File: src/rtl/int_sequencer.sv
// Interrupt front-end and exception-entry sequencer for cp0: latches device lines into
// pending bits, drains the pipeline, saves EPC and redirects fetch. Option: INTSEQ_SYNC_EN.
`ifndef CP0_REG_SEL_EPC
`define CP0_REG_SEL_EPC 5'd14
`endif

module int_sequencer #(
    parameter logic [29:0] VEC_ADDR  = 30'h0000_1060,
    parameter logic [3:0]  DRAIN_MAX = 4'd15
) (
    input  logic        clk,
    input  logic        reset,
    input  logic [5:0]  irq_src,
    input  logic [5:0]  edge_mode,
    input  logic        int_request,
    input  logic [29:0] epc,
    input  logic        entry_ack,
    input  logic        eret,
    output logic [5:0]  hw_int,
    output logic        cp0_write_en,
    output logic [4:0]  cp0_reg_sel,
    output logic        exl_set,
    output logic        exl_clr,
    output logic        entry_req,
    output logic        redirect,
    output logic [29:0] redirect_pc,
    output logic [2:0]  int_id,
    output logic        drain_err
);

    typedef enum logic [2:0] {
        S_IDLE    = 3'd0,
        S_DRAIN   = 3'd1,
        S_SAVE    = 3'd2,
        S_ENTER   = 3'd3,
        S_SERVICE = 3'd4,
        S_RETURN  = 3'd5
    } state_t;

    state_t      state_q, state_d;
    logic [3:0]  cnt_q, cnt_d;
    logic [2:0]  int_id_q, int_id_d;
    logic [5:0]  pend_q, pend_d;
    logic [5:0]  prev_q;
    logic [5:0]  src_s;
    logic        timeout_s;

    logic        cp0_write_en_q, cp0_write_en_d;
    logic        exl_set_q, exl_set_d;
    logic        exl_clr_q, exl_clr_d;
    logic        entry_req_q, entry_req_d;
    logic        redirect_q, redirect_d;
    logic [29:0] redirect_pc_q, redirect_pc_d;
    logic        drain_err_q, drain_err_d;

    function automatic logic [2:0] lowest_set(input logic [5:0] v);
        logic [2:0] id;
        id = 3'd7;
        for (int i = 5; i >= 0; i--) begin
            if (v[i]) begin
                id = 3'(i);
            end
        end
        return id;
    endfunction

`ifdef INTSEQ_SYNC_EN
    logic [5:0] sync1_q, sync2_q;

    // Two-flop synchronizer for asynchronous device lines
    always_ff @(posedge clk or negedge reset) begin
        if (!reset) begin
            sync1_q <= 6'd0;
            sync2_q <= 6'd0;
        end else begin
            sync1_q <= irq_src;
            sync2_q <= sync1_q;
        end
    end

    assign src_s = sync2_q;
`else
    assign src_s = irq_src;
`endif

    // Pending bits: level sources follow the line, edge sources latch until entry (set wins)
    always_comb begin
        pend_d = pend_q;
        for (int i = 0; i < 6; i++) begin
            if (edge_mode[i]) begin
                if (src_s[i] && !prev_q[i]) begin
                    pend_d[i] = 1'b1;
                end else if ((state_q == S_ENTER) && (int_id_q == 3'(i))) begin
                    pend_d[i] = 1'b0;
                end else begin
                    pend_d[i] = pend_q[i];
                end
            end else begin
                pend_d[i] = src_s[i];
            end
        end
    end

    // Next-state, drain counter and in-service id
    always_comb begin
        state_d   = state_q;
        cnt_d     = 4'd0;
        int_id_d  = int_id_q;
        timeout_s = 1'b0;
        case (state_q)
            S_IDLE: begin
                int_id_d = lowest_set(pend_q & hw_int);
                if (int_request) begin
                    state_d = S_DRAIN;
                end else begin
                    state_d = S_IDLE;
                end
            end
            S_DRAIN: begin
                cnt_d = cnt_q + 4'd1;
                if (entry_ack) begin
                    state_d = S_SAVE;
                end else if (!int_request) begin
                    state_d  = S_IDLE;
                    int_id_d = 3'd7;
                end else if (cnt_d == DRAIN_MAX) begin
                    state_d   = S_IDLE;
                    int_id_d  = 3'd7;
                    timeout_s = 1'b1;
                end else begin
                    state_d = S_DRAIN;
                end
            end
            S_SAVE:    state_d = S_ENTER;
            S_ENTER:   state_d = S_SERVICE;
            S_SERVICE: begin
                if (eret) begin
                    state_d = S_RETURN;
                end else begin
                    state_d = S_SERVICE;
                end
            end
            S_RETURN: begin
                state_d  = S_IDLE;
                int_id_d = 3'd7;
            end
            default: begin
                state_d  = S_IDLE;
                int_id_d = 3'd7;
            end
        endcase
    end

    // Outputs decoded from the next state so they land registered with the state
    always_comb begin
        entry_req_d    = (state_d == S_DRAIN);
        cp0_write_en_d = (state_d == S_SAVE);
        exl_set_d      = (state_d == S_ENTER);
        exl_clr_d      = (state_d == S_RETURN);
        redirect_d     = (state_d == S_ENTER) || (state_d == S_RETURN);
        drain_err_d    = drain_err_q | timeout_s;
        if (state_d == S_ENTER) begin
            redirect_pc_d = VEC_ADDR;
        end else if (state_d == S_RETURN) begin
            redirect_pc_d = epc;
        end else begin
            redirect_pc_d = 30'd0;
        end
    end

    // State, counter, id and pending registers
    always_ff @(posedge clk or negedge reset) begin
        if (!reset) begin
            state_q  <= S_IDLE;
            cnt_q    <= 4'd0;
            int_id_q <= 3'd7;
            pend_q   <= 6'd0;
            prev_q   <= 6'd0;
        end else begin
            state_q  <= state_d;
            cnt_q    <= cnt_d;
            int_id_q <= int_id_d;
            pend_q   <= pend_d;
            prev_q   <= src_s;
        end
    end

    // Output registers
    always_ff @(posedge clk or negedge reset) begin
        if (!reset) begin
            cp0_write_en_q <= 1'b0;
            exl_set_q      <= 1'b0;
            exl_clr_q      <= 1'b0;
            entry_req_q    <= 1'b0;
            redirect_q     <= 1'b0;
            redirect_pc_q  <= 30'd0;
            drain_err_q    <= 1'b0;
        end else begin
            cp0_write_en_q <= cp0_write_en_d;
            exl_set_q      <= exl_set_d;
            exl_clr_q      <= exl_clr_d;
            entry_req_q    <= entry_req_d;
            redirect_q     <= redirect_d;
            redirect_pc_q  <= redirect_pc_d;
            drain_err_q    <= drain_err_d;
        end
    end

    assign hw_int       = pend_q;
    assign int_id       = int_id_q;
    assign cp0_reg_sel  = `CP0_REG_SEL_EPC;
    assign cp0_write_en = cp0_write_en_q;
    assign exl_set      = exl_set_q;
    assign exl_clr      = exl_clr_q;
    assign entry_req    = entry_req_q;
    assign redirect     = redirect_q;
    assign redirect_pc  = redirect_pc_q;
    assign drain_err    = drain_err_q;

endmodule
File: config.mk
export PLATFORM = sky130hd
export DESIGN_NAME = int_sequencer
export DESIGN_NICKNAME = d
export VERILOG_FILES = /design/src/rtl/int_sequencer.sv
export SDC_FILE = /design/constraint.sdc
export NUM_CORES = 1
export LEC_CHECK = 0
export BUFFER_PORTS_ARGS = -buffer_cell sky130_fd_sc_hd__buf_4
export CAP_MARGIN = 10
export CELL_PAD_IN_SITES_DETAIL_PLACEMENT = 0
export CELL_PAD_IN_SITES_GLOBAL_PLACEMENT = 1
export CORE_MARGIN = 10
export CORE_UTILIZATION = 33
export CTS_BUF_LIST = sky130_fd_sc_hd__clkbuf_4
export CTS_CLUSTER_DIAMETER = 100
export DETAILED_ROUTE_END_ITERATION = 12
export HOLD_SLACK_MARGIN = 0.15
export PLACE_DENSITY = 0.82
export SKIP_CTS_REPAIR_TIMING = 1
export SYNTH_ARGS = -nofsm -noshare
export SYNTH_HDL_FRONTEND = slang
export SYNTH_SLANG_ARGS = --single-unit
File: constraint.sdc
create_clock -name clk -period 1.5 [get_ports clk]
set_clock_uncertainty 0.15 [all_clocks]
set_input_delay 0.225 -clock clk [delete_from_list [all_inputs] [get_ports clk]]
set_output_delay 0.225 -clock clk [all_outputs]
set_load 0.01 [all_outputs]
======== After elaboration in Yosys (flattened, before gate mapping) ========
Cells that the tools add are included.
word-level totals
  logic and storage cells ................. 107
  ROM bits ................................ 0
  memories ................................ 0
  bits in writable memories ............... 0
  bits in latches ......................... 0
  bits of input ports ..................... 47
  register bits after elaboration ......... 58
cells by class
  reductions and logical operators ........ 23
  bitwise operators ....................... 3
  muxes and demuxes ....................... 41
  multipliers ............................. 0
  shift-type cells ........................ 0
  magnitude comparators ................... 0
  eq/ne operators ......................... 22
  add/subtract/negate cells ............... 1
  divide/modulo/power cells ............... 0
operators with widths
  cell                                                                   number
  30-bit two-way mux                                                     2
  1-bit two-way mux                                                      26
  3-bit two-way mux                                                      8
  3-bit by 2-bit equality test with 1-bit output, second input constant  6
  3-bit by 1-bit != test with 1-bit output, second input constant        6
  3-bit case mux with 5 select lines                                     1
  3-bit equality test, second input constant                             4
  1-bit logical AND                                                      12
  3-bit by 1-bit equality test with 1-bit output, second input constant  3
  3-bit case mux with 3 select lines                                     1
  6-bit AND                                                              1
  1-bit zero test                                                        6
  3-bit zero test                                                        2
  4-bit by 1-bit adder with 4-bit output, second input constant          1
  4-bit equality test, second input constant                             1
  2-bit two-way mux                                                      2
  4-bit two-way mux                                                      1
  3-bit != test, second input constant                                   1
  3-bit AND reduction                                                    1
  3-bit OR reduction                                                     1
  2-bit != test, second input constant                                   1
  1-bit logical OR                                                       1
  1-bit inverter                                                         1
  1-bit OR                                                               1

======== Logic depth before layout (Yosys ltp) ========
  word-level depth ........................ 9
  depth in mapped cells ................... 5
  mapped depth without buffers ............ 5

======== Worst setup path after synthesis ========
No wires, ideal clock.
  kind .................................... flip-flop to flip-flop
  start point ............................. register state_q[2]
  end point ............................... register pend_q[2], in the netlist hw_int[2]
  clock period less this slack ............ 1616 ps
  arrival time ............................ 1345 ps
  required time ........................... 1228 ps
  buffers on the path ..................... 0
  slack ................................... -116 ps
  stages on the path, launching flop included .. 4
  path through ............................ dfrtp_1 nand3b_1 or4b_1 a32o_1
between the ends
  cells in the longest elaborated chain, start to end .. 3
RTL lines
  what                                                       line  source
  from (decl)                                                40    state_t state_q, state_d;
  from (signal assigned)                                     180   state_q <= state_d;
  3-bit by 2-bit equality test with 1-bit output             93    end else if ((state_q == S_ENTER) && (int_id_q == 3'(i))) begin
  1-bit logical AND                                          93
  3-bit by 1-bit != test with 1-bit output (no source line)  -
  to (signal assigned)                                       183   pend_q <= pend_d;
  to (decl)                                                  43    logic [5:0] pend_q, pend_d;
Every way passes these cells.
A chain may end at the register's enable or synchronous reset.

======== Final worst setup path ========
  start point ............................. register state_q[2]
  end point ............................... register entry_req_q, in the netlist entry_req
between the ends
  cells in the longest elaborated chain, start to end .. 3
RTL lines
  what                                                line  source
  3-bit equality test, or another cell as far along   110   case (state_q)
  3-bit case mux with 5 select lines (*)              110
  named net state_d[0]                                40
  3-bit by 1-bit equality test with 1-bit output (*)  156   entry_req_d = (state_d == S_DRAIN);
  named net entry_req_d                               51    logic entry_req_q, entry_req_d;
  to (signal assigned)                                202   entry_req_q <= entry_req_d;
  to (decl)                                           51
The timed path passes the listed nets; every way through them passes the cells marked *.

==> results.md <==
* Share of cells above drive strength 1 at 41.87%
* Yosys warnings at 0
* Worst-path clk slew at 0.10 ns
* Period utilization at 109.9%
* Seq cells post-synth at 58
* Cell variety after synth at 42
* Tot Pwr at 0.004844 W
* DRT iter0 DRCs at 53
* Final wirelength at 6378 microns
* Outcome: finished, violations left
* Hold Crit Class: input pin to async pin
* Final Hold Fails at 0
* # IOs at 97
* Final Slew Violations at 0
* Horiz. Die Dim at 101.2 microns
* Critical Path AT at 1.82 ns
* Largest net degree at the start of global routing at 33
* Number of detailed-route iterations in the first pass at 4
* Syn-to-layout area delta at 71.56%
* Vias per Instance at 4.487
* Largest fanout on the critical path at 7
* Crit start category: register
* Lkg Pwr at 1.870 nW
* Clock Sinks at 58
* R2R depth at 5
* CP Data Required Time at 1.67 ns
* Syn Area/Cell at 13.09 sq um
* Fmax at 606.8 MHz
* # diodes at 0
* Post-synth ARST share at 100.0%
* Register area share after synthesis at 66.95%
* Post-synth EDFFs at 0
* Final setup margin at -0.1479 ns
* TritonCTS clock tree: done
* Initial antenna violation count at 0
* Final Setup Violations at 42
* Deepest clock path buffer count at 2
* Violated checks: negative setup slack
* Clk_lat worst skew at 0.39 ns
* Num rows at 29
* RSZ-0062 raised after global routing: yes
* PD cells at 1299 nW/um^2
* VDD IR max at 0.0007398 V
* Final RePlAce weighted congestion at 0.7429
* First-pass GRT wire length at 9073 microns
* Max cap viols at 0
* Worst path max stage delay at 0.41 ns
* GRT Overall Usage at 11.41%
* Drc violations at 0
* Pre-CTS WS at -0.1383 ns
* Nets at 376
* CP Buf/Inv Count at 1
* CP Capture Type: register
* HPWL after detailed placement at 4417 microns
* Netlist Area Pre-Place at 2173 sq um
* Vias in the first global route at 1794
* Initial Util at 34.03%
* Min Tclk post-route at 1.648 ns
* Delay-heaviest family, CP: simple AND/OR/NAND/NOR gates
* CTS buffer count at 9
* Slowest-stage cell, CP: dfrtp_1
* CTS root buffer: clkbuf_4
* Ys flop type: dfrtp_1
* Die area at 10230 sq um
* Final ANT Viol Nets at 0
* Synth Instances at 166
* Chip Height at 101.2 microns
* Reg2reg start: state_q[2]
* Vias at 1835
* Port Buffers at 91
* Crit path kind: register to register
* Crit path from: state_q[2]
* H-tree levels at 3
* Crit-path cells: buf_6 -> or3b_4 -> nor3b_4 -> a31o_1 -> and2b_1
* WP depth at 5
* Avg WL per Cell at 15.59 microns
* Core ar. at 6386 sq um
* Remaining Overflow, GRT at 0
kinds of logic after synthesis:
logic type,Yosys count,synth area share (%)
buffers and inverters,12,3.224
AOI/OAI and AO/OA,26,9.385
xor gates and xnor gates,2,0.8061
DFF,58,66.95
other,2,0.3456
adders and majority gates,2,1.151
and+or+nand+nor,64,18.14
state kept, by name, summed over array words and instances (netlist names):
name / cells
prev_q: 6
int_id: 3
cp0_write_en: 1
cnt_q: 4
hw_int: 6
drain_err: 1
redirect: 1
exl_set: 1
state_q: 3
exl_clr: 1
entry_req: 1
redirect_pc: 30
where the power goes:
part / internal, W / total, W / switching (W)
Combinational: 0.00101 / 0.00174 / 0.000729
Clock: 0.000528 / 0.00106 / 0.000534
Sequential: 0.00185 / 0.00204 / 0.000195
cell usage after synthesis, drive strengths merged (2+ instances only):
cell type  count  area (sq um)
a21oi          4         20.02
o21bai         2         15.01
nor3           2         10.01
nor2           8         32.54
dfstp          3         78.83
or3b           2         20.02
ha             2         25.02
dfrtp         55          1376
and2          28         175.2
nor3b          2         20.02
conb           2         7.510
a32o           6         60.06
nand3          2         10.01
inv            3         11.26
buf            8         55.05
nand3b         4         30.03
nand2          8         30.03
o21a           5         37.54
metrics by stage:
stage / utilization [%] / area (sq um) / instances / hold WS [ns] / setup TNS [ns]
after floorplan: - / 2198 / 169 / -0.2206 / -0.2371
after global placement: 47.77 / 3050 / 343 / 0.01928 / -0.4822
after detailed placement: 47.77 / 3050 / 343 / 0.02415 / -1.148
after CTS: 49.78 / 3179 / 359 / -0.4189 / -2.113
after global routing: 58.39 / 3729 / 409 / 0.1264 / -4.997
final: 58.39 / 3729 / 409 / 0.1083 / -1.620
worst paths after layout:
check | to | slack, ns
hold / removal | redirect | 0.11
hold reg to reg | drain_err | 0.32
max in group asynchronous | entry_req | 0.08
min in group clk | redirect | 0.22
setup reg to reg | entry_req | -0.15
setup / recovery | entry_req | -0.15
cell usage in the layout, fill, tap and decap left out, types with 3 or more instances in the layout:
| cell | instances |
|---|---|
| nor2_1 | 5 |
| buf_6 | 6 |
| and2_1 | 28 |
| conb_1 | 5 |
| dfrtp_2 | 3 |
| a21oi_1 | 3 |
| dfrtp_1 | 52 |
| clkbuf_4 | 11 |
| nand3b_1 | 4 |
| a32o_1 | 6 |
| clkinv_1 | 3 |
| o21a_1 | 5 |
| dfstp_2 | 3 |
| buf_4 | 102 |
| inv_1 | 3 |
| dlygate4sd3_1 | 46 |
| nand2_1 | 8 |
metal layers:
layer  part of all wire (%)  track usage (%)
met5                      0                0
met4                    1.2            4.823
met1                     37            12.10
met3                    7.0            5.446
met2                     55            19.04
area by class of cell:
type	count	area [sq um]
clock inverter	5	46.29
clock buffer	11	82.58
tap	77	96.34
fill	542	2658
sequential	58	1459
multi-input combinational	99	699.4
inverter	3	11.26
timing repair buffer	156	1334
Note: power is estimated with default switching activity, not from simulation.
